<file path="config.mk">
export PLATFORM = sky130hd
export DESIGN_NAME = loop_settle_monitor_flat
export DESIGN_NICKNAME = d
export VERILOG_FILES = /design/src/rtl/loop_settle_monitor_pkg.sv /design/src/rtl/loop_settle_monitor_if.sv /design/src/rtl/loop_settle_monitor_sync2.sv /design/src/rtl/loop_settle_monitor.sv /design/src/flat_wrapper.sv
export SDC_FILE = /design/constraint.sdc
export NUM_CORES = 1
export LEC_CHECK = 0
export ABC_AREA = 1
export BUFFER_PORTS_ARGS = -buffer_cell sky130_fd_sc_hd__buf_2
export CAP_MARGIN = 20
export CELL_PAD_IN_SITES_DETAIL_PLACEMENT = 1
export CELL_PAD_IN_SITES_GLOBAL_PLACEMENT = 1
export CORE_UTILIZATION = 45
export CTS_BUF_LIST = sky130_fd_sc_hd__clkbuf_4
export DETAILED_ROUTE_END_ITERATION = 7
export PLACE_DENSITY = 0.84
export SYNTH_ARGS = -nofsm -noshare
export SYNTH_HDL_FRONTEND = slang
export SYNTH_SLANG_ARGS = --single-unit
</file>
<file path="constraint.sdc">
create_clock -name clk -period 3.8 [get_ports clk]
set_clock_uncertainty 0.15 [all_clocks]
set_input_delay 0.38 -clock clk [delete_from_list [all_inputs] [get_ports clk]]
set_output_delay 0.38 -clock clk [all_outputs]
set_load 0.005 [all_outputs]
</file>
<file path="src/rtl/loop_settle_monitor_pkg.sv">
// Shared types and constants for the loop settle monitor.
// Defines the FSM states, the verdict encoding and the synchronizer depth.
package loop_mon_pkg;

  typedef enum logic [1:0] {
    IDLE    = 2'd0,
    APPLY   = 2'd1,
    OBSERVE = 2'd2,
    REPORT  = 2'd3
  } state_t;

  localparam logic STABLE      = 1'b0;
  localparam logic OSCILLATING = 1'b1;

  localparam int SYNC_STAGES = 2;

endpackage

</file>
<file path="src/rtl/loop_settle_monitor_if.sv">
// Control/result bundle between the bench or harness sequencer and the monitor.
// The master requests measurements; the slave (the monitor) reports results.
interface loop_settle_monitor_if #(
  parameter int PIN_W   = 17,
  parameter int NET_W   = 3,
  parameter int OBS_CYC = 16
);
  localparam int CNT_W = $clog2(OBS_CYC + 1);

  logic             start;
  logic [PIN_W-1:0] pattern_in;
  logic             busy;
  logic             done;
  logic             osc;
  logic [CNT_W-1:0] toggle_cnt;
  logic [NET_W-1:0] final_net;

  modport master (
    output start, pattern_in,
    input  busy, done, osc, toggle_cnt, final_net
  );

  modport slave (
    input  start, pattern_in,
    output busy, done, osc, toggle_cnt, final_net
  );

endinterface

</file>
<file path="src/rtl/loop_settle_monitor_sync2.sv">
// Two-flop synchronizer for the asynchronous loop nets.
// Both stages clear on reset so the first compare starts from a known zero.
module sync2 #(
  parameter int WIDTH = 3
) (
  input  logic             clk,
  input  logic             rst_n,
  input  logic [WIDTH-1:0] d,
  output logic [WIDTH-1:0] q
);

  logic [WIDTH-1:0] meta;

  always_ff @(posedge clk or negedge rst_n) begin
    if (!rst_n) begin
      meta <= '0;
      q    <= '0;
    end else begin
      meta <= d;
      q    <= meta;
    end
  end

endmodule

</file>
<file path="src/rtl/loop_settle_monitor.sv">
// Drives a loop's side pins, watches its nets for a fixed window and classifies
// the loop as settled or oscillating.
//
// state   | meaning
// IDLE    | waiting for start; pin_out keeps driving the last pattern
// APPLY   | pattern applied, synchronizers filling, reference sample loaded
// OBSERVE | OBS_CYC compare cycles, then one wrap-up cycle latching final_net
// REPORT  | done pulse; results frozen until the next start
module loop_settle_monitor
  import loop_mon_pkg::*;
#(
  parameter int PIN_W     = 17,
  parameter int NET_W     = 3,
  parameter int OBS_CYC   = 16,
  parameter int QUIET_CYC = 4
) (
  input  logic                 clk,
  input  logic                 rst_n,
  loop_settle_monitor_if.slave ctl,
  output logic [PIN_W-1:0]     pin_out,
  input  logic [NET_W-1:0]     net_in
);

  localparam int CNT_W = $clog2(OBS_CYC + 1);

  state_t           state, state_nxt;
  logic [CNT_W-1:0] win_cnt;
  logic [CNT_W-1:0] tog_cnt;
  logic             osc_q;
  logic [NET_W-1:0] final_q;
  logic [NET_W-1:0] net_sync;
  logic [NET_W-1:0] net_ref;
  logic             net_chg;

  logic             start_acc;
  logic             ld_obs;
  logic             win_dec;
  logic             ref_ld;
  logic             cmp_en;
  logic             finish;

  sync2 #(.WIDTH(NET_W)) u_sync (
    .clk   (clk),
    .rst_n (rst_n),
    .d     (net_in),
    .q     (net_sync)
  );

  assign net_chg = |(net_sync ^ net_ref);

  always_ff @(posedge clk or negedge rst_n) begin
    if (!rst_n) state <= IDLE;
    else        state <= state_nxt;
  end

  always_comb begin
    state_nxt = state;
    start_acc = 1'b0;
    ld_obs    = 1'b0;
    win_dec   = 1'b0;
    ref_ld    = 1'b0;
    cmp_en    = 1'b0;
    finish    = 1'b0;
    unique case (state)
      IDLE: begin
        if (ctl.start) begin
          start_acc = 1'b1;
          state_nxt = APPLY;
        end
      end
      APPLY: begin
        ref_ld = 1'b1;
        if (win_cnt == '0) begin
          ld_obs    = 1'b1;
          state_nxt = OBSERVE;
        end else begin
          win_dec = 1'b1;
        end
      end
      OBSERVE: begin
        if (win_cnt != '0) begin
          cmp_en  = 1'b1;
          win_dec = 1'b1;
        end else begin
          finish    = 1'b1;
          state_nxt = REPORT;
        end
      end
      REPORT: state_nxt = IDLE;
      default: state_nxt = IDLE;
    endcase
  end

  // win_cnt counts down the APPLY fill and then the compare window; in OBSERVE
  // it equals the number of compares left, so the quiet tail is win_cnt <= QUIET_CYC.
  always_ff @(posedge clk or negedge rst_n) begin
    if (!rst_n) begin
      pin_out <= '0;
      win_cnt <= '0;
      tog_cnt <= '0;
      osc_q   <= STABLE;
      final_q <= '0;
      net_ref <= '0;
    end else begin
      if (start_acc) begin
        pin_out <= ctl.pattern_in;
        win_cnt <= CNT_W'(SYNC_STAGES - 1);
        tog_cnt <= '0;
        osc_q   <= STABLE;
      end else if (ld_obs) begin
        win_cnt <= CNT_W'(OBS_CYC);
      end else if (win_dec) begin
        win_cnt <= win_cnt - 1'b1;
      end

      if (ref_ld || cmp_en) net_ref <= net_sync;

      if (cmp_en && net_chg) begin
        tog_cnt <= tog_cnt + 1'b1;
        if (win_cnt <= CNT_W'(QUIET_CYC)) osc_q <= OSCILLATING;
      end

      if (finish) final_q <= net_ref;
    end
  end

  assign ctl.busy       = (state != IDLE);
  assign ctl.done       = (state == REPORT);
  assign ctl.osc        = osc_q;
  assign ctl.toggle_cnt = tog_cnt;
  assign ctl.final_net  = final_q;

endmodule

</file>
<file path="src/flat_wrapper.sv">
// flat-port wrapper written by rule: the top's interface ports become plain ports
module loop_settle_monitor_flat import loop_mon_pkg::*;
#(
  parameter int PIN_W     = 17,
  parameter int NET_W     = 3,
  parameter int OBS_CYC   = 16,
  parameter int QUIET_CYC = 4
)
  (clk, rst_n, pin_out, net_in, ctl_start, ctl_pattern_in, ctl_busy, ctl_done, ctl_osc, ctl_toggle_cnt, ctl_final_net);
  loop_settle_monitor_if #(.PIN_W(PIN_W), .NET_W(NET_W), .OBS_CYC(OBS_CYC)) ctl_i ();
  input  logic clk;
  input  logic rst_n;
  output logic [PIN_W-1:0] pin_out;
  input  logic [NET_W-1:0] net_in;
  input wire logic [$bits(ctl_i.start)-1:0] ctl_start;
  input wire logic [$bits(ctl_i.pattern_in)-1:0] ctl_pattern_in;
  output wire logic [$bits(ctl_i.busy)-1:0] ctl_busy;
  output wire logic [$bits(ctl_i.done)-1:0] ctl_done;
  output wire logic [$bits(ctl_i.osc)-1:0] ctl_osc;
  output wire logic [$bits(ctl_i.toggle_cnt)-1:0] ctl_toggle_cnt;
  output wire logic [$bits(ctl_i.final_net)-1:0] ctl_final_net;
  assign ctl_i.start = ctl_start;
  assign ctl_i.pattern_in = ctl_pattern_in;
  assign ctl_busy = ctl_i.busy;
  assign ctl_done = ctl_i.done;
  assign ctl_osc = ctl_i.osc;
  assign ctl_toggle_cnt = ctl_i.toggle_cnt;
  assign ctl_final_net = ctl_i.final_net;
  loop_settle_monitor #(.PIN_W(PIN_W), .NET_W(NET_W), .OBS_CYC(OBS_CYC), .QUIET_CYC(QUIET_CYC)) u_core (.clk(clk), .rst_n(rst_n), .ctl(ctl_i), .pin_out(pin_out), .net_in(net_in));
endmodule
</file>
---- Word-level counts from Yosys, hierarchy flattened ----
Index checks and enable logic that the tools add are counted.
storage, ports and cells
  output and inout bits ................... 28
  register bits after elaboration ......... 42
  input bits .............................. 23
  logic and storage cells ................. 52
operators by class
  bitwise operators ....................... 1
  reduce and logical (&&, ||, !) cells .... 10
  add/sub/neg operators ................... 2
  equality and inequality tests ........... 6
  magnitude comparators ................... 1
  mux-type cells .......................... 23
operator list
  operator               number
  $mux W5                5
  $mux W1                13
  $pmux W2 S4            1
  $mux W2                3
  $add A5 B1 Y5 const B  1
  $le A5 B3 Y1 const B   1
  $logic_not A5 Y1       1
  $reduce_bool A5 Y1     1
  $sub A5 B1 Y5 const B  1
  $eq A2 B2 Y1 const B   2
  $ne A2 B2 Y1 const B   2
  $reduce_bool A2 Y1     2
  $reduce_and A3 Y1      1
  $reduce_bool A3 Y1     1
  $reduce_or A3 Y1       1
  $xor A3 B3 Y3          1
  $eq A2 B1 Y1 const B   1
  $logic_not A2 Y1       1
  $ne A2 B1 Y1 const B   1
  $pmux W1 S2            1
  $logic_and A1 B1 Y1    1
  $logic_or A1 B1 Y1     1

---- Longest topological paths before layout ----
Gate-level depths: netlist of run 1.
  depth in word-level cells ............... 6
  mapped depth ............................ 10
  depth with buffers taken out ............ 10

---- Cells and area by module ----
From an unflattened synthesis of run 1, not the netlist that was laid out.
unflattened totals
  cells, all modules ...................... 219
  area total of the unflattened synthesis .. 1990.7 um^2
modules (own cells, without submodules)
  module               cells each  instances  area each (um^2)  seq. area each (um^2)
  loop_settle_monitor  213         1          1840.5            900.9
  sync2                6           1          150.1             150.1

---- Least setup slack after synthesis of run 1 ----
No wires, ideal clock.
  kind .................................... register to register
  start ................................... reg u_core.state[0]
  end ..................................... reg u_core.pin_out[10]
  data arrival time ....................... 1297 ps
  data required time ...................... 3525 ps
  setup slack ............................. 2228 ps
  stages on the path, launching flop included .. 6
  path buffers ............................ 1
  clock period less this slack ............ 1572 ps
  cell sequence ........................... dfrtp_1 > inv_1 > ha_1 > nand2_2 > buf_6 > mux2_4
on the way
  cells in the longest elaborated chain, start to end .. 2
ends and longest elaborated chain
  element                 line                        text
  from (decl)             loop_settle_monitor.sv:26   state_t state, state_nxt;
  from (signal assigned)  loop_settle_monitor.sv:53   else state <= state_nxt;
  $logic_not A2 Y1        loop_settle_monitor.sv:64   unique case (state)
  $mux W1                 loop_settle_monitor.sv:64
  to (signal assigned)    loop_settle_monitor.sv:106  pin_out <= ctl.pattern_in;
  to (decl)               loop_settle_monitor.sv:20   output logic [PIN_W-1:0] pin_out,
Every way passes these cells.
A chain may end at the register's enable or synchronous reset.

---- Worst setup path after layout of run 1 ----
  start ................................... reg u_core.state[0]
  end ..................................... reg u_core.win_cnt[0]
on the way
  cells in the longest elaborated chain, start to end .. 4
ends and longest elaborated chain
  element               line                        text
  $eq A2 B1 Y1          loop_settle_monitor.sv:64
  $mux W1               loop_settle_monitor.sv:64
  $mux W5               loop_settle_monitor.sv:110  end else if (ld_obs) begin
  $mux W5               loop_settle_monitor.sv:105  if (start_acc) begin
  to (signal assigned)  loop_settle_monitor.sv:107  win_cnt <= CNT_W'(SYNC_STAGES - 1);
  to (signal assigned)  loop_settle_monitor.sv:111  win_cnt <= CNT_W'(OBS_CYC);
  to (signal assigned)  loop_settle_monitor.sv:113  win_cnt <= win_cnt - 1'b1;
  to (decl)             loop_settle_monitor.sv:27   logic [CNT_W-1:0] win_cnt;
Parallel ways exist; a longest one is shown, timed or not.

==> summary.md, run 1 <==
| Metric | Value |
|---|---|
| CTS clock-pin slew for the worst setup and hold paths | `about 0.14 ns` |
| DP HPWL | `around 3.3 mm` |
| Tightest Pin Transition | `just over 0.9 ns` |
| Wire per inst | `16.1 um` |
| Critical Path Source Type | `register` |
| Pwr/cell area | `863 mW/mm^2` |
| Chip height | `67.9 um` |
| Chip width | `67.9 um` |
| DR iter-0 viols | `49` |
| Vias post-DR | `1465` |
| First-pass GRT wire length | `7.60 mm` |
| Layout cells sized above 1 | `38.9%` |
| Worst skew pair latency | `0.38 ns` |
| Largest net degree at the start of global routing | `between 40 and 50` |
| Mean Syn Cell Area | `~11 sq um` |
| IO buf count | `50` |
| Post-cts sizing count | `0` |
| Synth top area share | `53.8%` |
| Vias in the first global route | `approximately 1600` |
| CTS H-tree lvls | `2` |
| Final WL | `4.66 mm` |
| FFs w/ async S/R, synth | `100%` |
| GRT Resource Usage Total | `23.4%` |
| Post CTS Setup Buffer Count | `0` |
| Status | `finished, violations left` |
| Setup_tns | `0 ns` |
| Primary FF master, synth | `dfrtp_1` |
| P&R area growth vs syn | `20.7%` |
| Wire length on met3 | `218 um` |
| Sequential share of power | `between 30% and 40%` |
| Register area | `0.00105 sq mm` |
| Root Buffer | `clkbuf_4` |
| Lkg Pwr | `roughly 0.0013 uW` |
| Min-Delay Path Class | `primary input to async pin` |
| Pint | `about 1200 uW` |
| Final hold violation count | `30` |
| CTS max path bufs | `2` |
| Dominant cell by count in the synthesized netlist | `dfrtp_1` |
| Minimum clock period | `1.98 ns` |
| IO Pins | `51` |
| Failing checks | `hold timing` |
| Drt first pass iters | `4` |
| Grt ovf | `0` |
| Design area | `0.00236 sq mm` |
| Antenna fix cells | `0` |
| Fmax | `505 MHz` |
| Post-Syn Area | `0.00195 sq mm` |
| Cells after Synth | `180` |
| CTS buffer count | `5` |
| Met1 wire length | `1.93 mm` |
| Hold_ws | `-0.0280 ns` |
| Detail Route Antenna Nets | `0` |
| FF+latch count, synth | `42` |
| Initial core utilization | `47.8%` |
| Register area share after synthesis | `53.8%` |
| YS warnings | `0` |
| CP required | `between 3 and 4 ns` |
| Post-synth EDFFs | `0` |
| Met2 Routed Length | `2.46 mm` |
| CP max FO | `28` |
| Netlist cell types | `28` |
| Num rows | `23` |
| Arr. time, crit path | `between 2 and 2.5 ns` |
| Die Area | `0.00460 sq mm` |
| Max-cap violations | `0` |
| Core Footprint | `0.00409 sq mm` |
| Final period util | `around 52%` |
| Multi-input gate area | `811 sq um` |
| Initial antenna violation count | `0` |
| Fillers | `480` |
| Sw Share | `40.6%` |
| Relative slew slack | `38.4%` |
| Layout net count | `268` |
| Area after DPL | `0.00225 sq mm` |
| Clock Power Share | `14.5%` |
| Syn Nets | `210` |
| Ranking of synthesized cells by area | `dfrtp_1 54%, mux2_4 7.7%, nand2_1 7.5%` |
| DR top layer | `met4` |
| Logic pwr share | `47.7%` |
| GP Congestion | `0.758` |
| Synth top cells by count | `42 x dfrtp_1, 39 x nand2_1, 23 x nand3_1, 14 x inv_1, 10 x mux2_4` |
| Cell taking the most area after synthesis | `dfrtp_1` |
| Critical path type | `register to register` |
| Sw Pwr | `~820 uW` |
| Via density | `roughly 5` |
| CTS tree | `built` |
| Residual DRC | `0` |
| Clock sink total | `42` |
| VDD IR max | `0.468 mV` |
| Count of pins over their slew limit | `0` |
| RSZ-0062 raised after global routing | `false` |
| Final setup vio count | `0` |
| Critical path capture point type | `register` |
[cell families after synthesis]
| kind of cell | after synthesis | synth area share (%) |
|---|---|---|
| simple gates | 79 | 20.3 |
| fa+ha+maj | 7 | 4.49 |
| compound gates | 10 | 3.20 |
| buf+inv | 21 | 4.62 |
| flops | 42 | 53.8 |
| xor+xnor | 4 | 1.80 |
| mux | 17 | 11.7 |
[metrics by stage]
step | total power, uW | hold slack (ns) | setup slack [ns] | util, % | cells
CTS | 2050 | 0.00175 | 1.79 | 57.7 | 289
finish | 2030 | -0.0280 | 1.82 | 57.7 | 289
detailed placement | 1730 | 0.188 | 1.85 | 55.0 | 278
global placement | 1660 | 0.184 | 1.91 | 55.0 | 278
global route | 2190 | 0.0368 | 1.66 | 57.7 | 289
floorplan | 1410 | -0.0656 | 2.23 | - | 180
[registers in the layout, indices dropped and copies added (netlist names)]
name	cells
u_core.u_sync.q	3
u_core.ctl.final_net	3
u_core.ctl.toggle_cnt	5
u_core.ctl.osc	1
u_core.pin_out	17
u_core.net_ref	3
u_core.win_cnt	5
u_core.state	2
u_core.u_sync.meta	3
[cells in the final DEF, fill, tap and decap left out, drive strengths merged, types with 2 or more instances in the layout]
cell type / synthesis / final
ha: 7 / 7
clkbuf: 0 / 5
clkinv: 0 / 2
o21a: 2 / 2
o21ai: 7 / 7
nand2: 44 / 44
dfrtp: 42 / 42
mux2: 17 / 17
buf: 2 / 50
nand4: 2 / 2
nor2: 6 / 6
xnor2: 3 / 3
nand3: 25 / 25
dlygate4sd3: 0 / 3
inv: 19 / 19
[routing by layer]
metal | up-vias | global-route usage (%)
met5 | - | 0
met4 | 0 | 7.03
met3 | 7 | 7.00
met2 | 38 | 41.1
met1 | 720 | 27.3
li1 | 700 | -
[path summary, 6_finish.rpt]
check	start	endpoint	slack, ns	depth (start not counted)
max in group asynchronous	rst_n	u_core.u_sync.meta[2]	2.94	1
max reg2reg	u_core.state[0]	u_core.win_cnt[0]	1.82	7
max	u_core.state[0]	u_core.win_cnt[0]	1.82	7
min	rst_n	u_core.state[0]	-0.03	1
min in group clk	ctl_pattern_in[7]	u_core.pin_out[7]	0.08	2
min reg2reg	u_core.u_sync.meta[1]	u_core.u_sync.q[1]	0.21	0
[power by group through the flow]
stage	sequential [uW]	combinational [uW]	clock (uW)
after CTS	770	982	296
after floorplan	766	643	0
after global placement	762	902	0
after global routing	796	1080	312
final	770	969	294
after detailed placement	773	960	0
[worst max-delay path: stages, from the launching register on]
cell,delay (ns)
dfrtp_1,0.42
inv_1,0.08
ha_1,0.24
nand2_2,0.53
nand2_1,0.15
inv_2,0.13
nand3_1,0.11
nand3_1,0.09
[repair_timing]
item                       in CTS  in global routing
hold buffers                    3                  0
setup endpoints to repair       0                  0
hold endpoints to repair        3                  0
[final cells by class]
type	count	share of cell area, %
clock buffer	5	1.59
clock inverter	3	1.70
inverter	19	3.13
multi-input combinational	117	34.4
sequential	42	44.6
tap	50	2.66
timing repair buffer	53	11.9
Power figures use the tool's default switching activity.
==> inputs of run 2 (changes only) <==
CORE_UTILIZATION = 38   (was 45)
PLACE_DENSITY = 0.75   (was 0.84)
clock period = 1.7 ns   (was 3.8 ns; I/O delays follow)
==> run 2 against run 1 <==
  * Worst hold slack better by 0.24 ns
  * Critical path type unchanged
  * The run now ends clean
  * Total power up 130%
  * Count of clock-buffer cells in the layout unchanged
  * Global-route usage down 2.2 points
  * Largest cell class unchanged
  * Non-clock buffer count up 24
==> summary.md, run 2 (synthesis gave the netlist of run 1 again) <==
| Metric | Value |
|---|---|
| Max-cap violations | `0` |
| Worst setup margin | `0.0539 ns` |
| Initial antenna violation count | `0` |
| Biggest register | `u_core.pin_out` |
| Clock sink total | `42` |
| Design area | `0.00264 sq mm` |
| Detail Route Antenna Nets | `0` |
| Via density | `4.88` |
| Vias post-DR | `1604` |
| Drt first pass iters | `4` |
| Critical path capture point type | `register` |
| Pwr/cell area | `approximately 1800 mW/mm^2` |
| Critical Path Source Type | `register` |
| Lkg Pwr | `0.00139 uW` |
| Grt ovf | `0` |
| VDD IR max | `~0.76 mV` |
| Tightest Pin Transition | `0.541 ns` |
| Count of pins over their slew limit | `0` |
| First-pass GRT wire length | `8.38 mm` |
| Register area | `0.00105 sq mm` |
| Logic pwr share | `51.5%` |
| Most frequent cells in the layout | `50 x buf_2, 42 x dfrtp_1, 39 x nand2_1` |
| Min-Delay Path Class | `register to register` |
| Wire per inst | `17.0 um` |
| Num rows | `25` |
| RSZ-0062 raised after global routing | `true` |
| Largest net degree at the start of global routing | `43` |
| Arr. time, crit path | `1.75 ns` |
| CTS tree | `built` |
| R2R setup slack | `0.05 ns` |
| Fmax | `a little over 600 MHz` |
| Final core utilization | `54.8%` |
| Hold_ws | `~0.22 ns` |
| Layout cells sized above 1 | `about 37%` |
| CTS clock-pin slew for the worst setup and hold paths | `around 0.14 ns` |
| Final hold violation count | `0` |
| CP max FO | `6` |
| IO Pins | `51` |
| Clock Power Share | `10.7%` |
| Most common cell after layout, fill and taps aside | `buf_2` |
| Antenna fix cells | `0` |
| Layout net count | `a little under 300` |
| CTS buffer count | `5` |
| Status | `finished, final reports clean` |
| Core Footprint | `about 0.0048 sq mm` |
| P&R area growth vs syn | `35.3%` |
| Relative slew slack | `63.9%` |
| DR iter-0 viols | `40` |
| Minimum clock period | `1.65 ns` |
| Root Buffer | `clkbuf_4` |
| DP HPWL | `3.06 mm` |
| Vias in the first global route | `roughly 1600` |
| Chip height | `roughly 74 um` |
| Setup_tns | `0 ns` |
| Initial core utilization | `about two fifths` |
| Sequential share of power | `a little under two fifths` |
| Sw Pwr | `1960 uW` |
| GRT Resource Usage Total | `21.2%` |
| Area after DPL | `roughly 0.0023 sq mm` |
| IO buf count | `50` |
| Largest register FFs | `17` |
| GP Congestion | `roughly 0.81` |
| Final WL | `5.60 mm` |
| Fillers | `between 500 and 600` |
| Final setup vio count | `0` |
| CTS max path bufs | `2` |
| Final period util | `96.8%` |
| CP required | `about 1.8 ns` |
| Place WS | `0.0434 ns` |
| Worst skew pair latency | `about 0.35 ns` |
| CTS H-tree lvls | `2` |
| Pint | `about 2700 uW` |
| Chip width | `73.7 um` |
| Critical path type | `register to register` |
| Multi-input gate area | `823 sq um` |
| Post CTS Setup Buffer Count | `0` |
| Die Area | `~0.0054 sq mm` |
| Sw Share | `42.0%` |
| Residual DRC | `0` |
run 2: worst paths after layout:
kind | startpoint | to | cells after the start
max | u_core.win_cnt[0] | u_core.ctl.toggle_cnt[0] | 10
min | u_core.u_sync.meta[2] | u_core.u_sync.q[2] | 0
max reg2reg | u_core.win_cnt[0] | u_core.ctl.toggle_cnt[0] | 10
min reg2reg | u_core.u_sync.meta[2] | u_core.u_sync.q[2] | 0
max in group asynchronous | rst_n | u_core.ctl.toggle_cnt[3] | 3
min in group asynchronous | rst_n | u_core.pin_out[11] | 3
run 2: routing by layer:
layer / routed length [um] / track usage [%]
met5: 0 / 0
met4: 89 / 5.34
met3: 311 / 6.58
met2: 2850 / 36.4
met1: 2350 / 25.8
run 2: layout make-up:
cell class              instances  share of cell area [%]
inverters                      19                    2.80
clock inverters                 2                   0.569
flip-flops and latches         42                    39.8
well taps                      67                    3.18
clock buffers                   5                    1.42
multi-input cells             117                    31.2
repair buffers                 77                    21.0
run 2: per-stage QoR:
| stage | power [uW] | std cells |
|---|---|---|
| 2_1_floorplan | 3150 | 180 |
| 3_3_place_gp | 3790 | 298 |
| 3_5_place_dp | 3900 | 298 |
| 4_1_cts | 4450 | 327 |
| 5_1_grt | 4990 | 329 |
| 6_report | 4660 | 329 |
run 2: critical path: stages (launching register included):
cell and delay (ns):
dfrtp_1 0.37, inv_1 0.07, ha_1 0.19, inv_1 0.11, nor2_4 0.06, nand2_4 0.11, nand2_4 0.09, inv_4 0.11
nand2_4 0.08, nand3_1 0.14, nand2_1 0.08
run 2: power groups by stage:
stage | Sequential [uW] | Clock (uW) | Combinational, uW
after CTS | 1720 | 509 | 2220
after floorplan | 1710 | 0 | 1440
after detailed placement | 1740 | 0 | 2170
after global placement | 1710 | 0 | 2080
final | 1760 | 497 | 2400
after global routing | 1810 | 547 | 2630
run 2: timing repair:
item | 4_1_cts | 5_1_grt
resized for setup | 0 | 3
endpoints found under the hold margin | 64 | 0
endpoints found under the setup margin | 0 | 19
hold buffers | 22 | 0
==> inputs of run 3 (changes only) <==
CORE_MARGIN = 2   (was unset)
PLACE_DENSITY = unset   (was 0.75)
PLACE_DENSITY_LB_ADDON = 0.1   (was unset)
==> run 3 against run 2 <==
  * Worst hold slack worse by 0.039 ns
  * Final area rose by 1.8%
  * Die area is 5.5% higher
  * Core utilization shrank 1.5 points
  * Largest power group unchanged
  * Fmax grew 1.5%
  * Clock power rose by 38%
  * Combinational power shrank 3%
  * Global-route usage shrank 2.7 points
  * First-iteration DRC count up 60%
  * Sequential cell count is the same
  * Largest cell class unchanged
==> summary.md, run 3 (synthesis gave the netlist of run 1 again) <==
| Metric | Value |
|---|---|
| Chip width | `75.7 um` |
| Most frequent cells in the layout | `50 x buf_2, 42 x dfrtp_1, 37 x nand2_1` |
| Sw Share | `between 30% and 40%` |
| Biggest register | `u_core.pin_out` |
| Clock Power Share | `between 10% and 20%` |
| Place WS | `0.0325 ns` |
| Non-filler instance count after layout | `roughly 340` |
| Worst skew pair latency | `about 0.37 ns` |
| Buf/Inv on CP | `2` |
| Met1 Use GR | `between 20% and 30%` |
| Most common cell after layout, fill and taps aside | `buf_2` |
| First-pass GRT wire length | `7.69 mm` |
| Arr. time, crit path | `1.72 ns` |
| GP Congestion | `~0.86` |
| Sw Pwr | `1850 uW` |
| DR iter-0 viols | `64` |
| Core Footprint | `0.00504 sq mm` |
| Area after DPL | `around 0.0023 sq mm` |
| Top Family by Delay on Critical Path | `flip-flops` |
| Final WL | `4.75 mm` |
| CTS tree | `built` |
| Fillers | `580` |
| Minimum clock period | `1.62 ns` |
| Worst path slowest cell | `dfrtp_1` |
| Largest register FFs | `17` |
| Layout net count | `295` |
| Drt first pass iters | `4` |
| Critical Path Source Type | `register` |
| Final core utilization | `53.3%` |
| R2R setup slack | `about 0.078 ns` |
| Vias in the first global route | `1639` |
| CTS max path bufs | `2` |
| Logic pwr share | `49.3%` |
| Met2 GRT Util | `31.9%` |
| Count of pins over their slew limit | `0` |
| Vias post-DR | `1577` |
| Min-Delay Path Class | `primary input to async pin` |
| Pint | `2880 uW` |
| CTS buffer count | `5` |
| Wire per inst | `14.1 um` |
| GRT Resource Usage Total | `18.4%` |
| Antenna fix cells | `0` |
| Status | `finished, final reports clean` |
| Die Area | `around 0.0057 sq mm` |
| Final hold violation count | `0` |
| Worst path max stage delay | `0.42 ns` |
| Final period util | `roughly 95%` |
| Layout cells sized above 1 | `40.2%` |
| Fmax | `slightly above 600 MHz` |
| Via density | `4.69` |
| Reg2reg end | `u_core.pin_out[3]` |
| CTS H-tree lvls | `2` |
| CTS clock-pin slew for the worst setup and hold paths | `0.15 ns` |
| Grt ovf | `0` |
| Detail Route Antenna Nets | `0` |
| Root Buffer | `clkbuf_4` |
| Worst r2r path cells | `5` |
| Final setup vio count | `0` |
| CP cell instances | `inv_1, ha_2, nand2_2, buf_6, mux2_2` |
| Met3 Use GR | `6.08%` |
| Grt peak-use layer | `met2` |
| Design area | `0.00269 sq mm` |
| Residual DRC | `0` |
| Multi-input gate area | `826 sq um` |
| Worst r2r src | `u_core.state[0]` |
| DP HPWL | `about 3.3 mm` |
| Placed insts | `between 300 and 400` |
| Clock sink total | `42` |
| CP required | `~1.8 ns` |
| Tightest Pin Transition | `0.628 ns` |
| Num rows | `26` |
| Pwr/cell area | `approximately 1800 mW/mm^2` |
| Hold_ws | `0.177 ns` |
| Register area | `0.00105 sq mm` |
| Sequential share of power | `36.2%` |
| Max-cap violations | `0` |
| Worst setup margin | `0.0776 ns` |
| Critical path type | `register to register` |
| VDD IR max | `a little over 0.8 mV` |
| Critical path capture point type | `register` |
| Chip height | `75.7 um` |
| P&R area growth vs syn | `37.8%` |
| Initial antenna violation count | `0` |
| IO buf count | `50` |
| Relative slew slack | `58.1%` |
| Initial core utilization | `38.7%` |
| Lkg Pwr | `0.00141 uW` |
| CP max FO | `8` |
| IO Pins | `about 50` |
| Largest net degree at the start of global routing | `29` |
-- run 3: cell types whose count changed in the layout (fill, tap and decap cells not counted), sizes merged --
| cell | delta |
|---|---|
| buf | +4 |
| clkbuf | -1 |
| clkinvlp | -1 |
| inv | +1 |
| bufinv | +1 |
-- run 3: metrics by stage --
stage               total power, uW  TNS [ns]
floorplan                      3150         0
global placement               3770         0
detailed placement             3910         0
CTS                            4650         0
global route                   5160   -0.0210
finish                         4730         0
-- run 3: worst max-delay path by stage --
stage                 startpoint                        to  slack, ns  cells after the start
2_1_floorplan    u_core.state[0]        u_core.pin_out[10]       0.13                      5
3_3_place_gp   u_core.win_cnt[0]   u_core.ctl.final_net[2]        0.1                      8
3_5_place_dp   u_core.win_cnt[0]  u_core.ctl.toggle_cnt[1]       0.03                     10
4_1_cts          u_core.state[1]                  ctl_busy       0.02                      4
5_1_grt        u_core.win_cnt[0]  u_core.ctl.toggle_cnt[4]      -0.01                     10
6_report         u_core.state[0]         u_core.pin_out[3]       0.08                      5
-- run 3: repair_timing --
action,in CTS,in global routing
pin swaps,0,2
cloned,0,1
setup buffers,0,3
endpoints found under the hold margin,48,0
hold buffers,22,0
resized for setup,1,7
setup endpoints to repair,1,15
-- run 3: per-layer routing --
metal | part of all wire [%] | wire length [um]
met1 | 42 | 2010
met2 | 51 | 2400
met3 | 6.0 | 287
met4 | 1.2 | 56
met5 | 0 | 0
-- run 3: area by class of cell --
class / count / area share, %
clock inverters: 3 / 1.81
multi-input cells: 117 / 30.7
flip-flops and latches: 42 / 39.1
inverters: 19 / 2.75
well taps: 70 / 3.26
clock buffers: 5 / 1.40
repair buffers: 80 / 21.0
-- run 3: power groups by stage --
stage | Sequential [uW] | Clock (uW) | Combinational, uW
floorplan | 1710 | 0 | 1440
global placement | 1700 | 0 | 2070
detailed placement | 1730 | 0 | 2180
CTS | 1720 | 711 | 2220
global route | 1780 | 753 | 2640
finish | 1710 | 684 | 2330
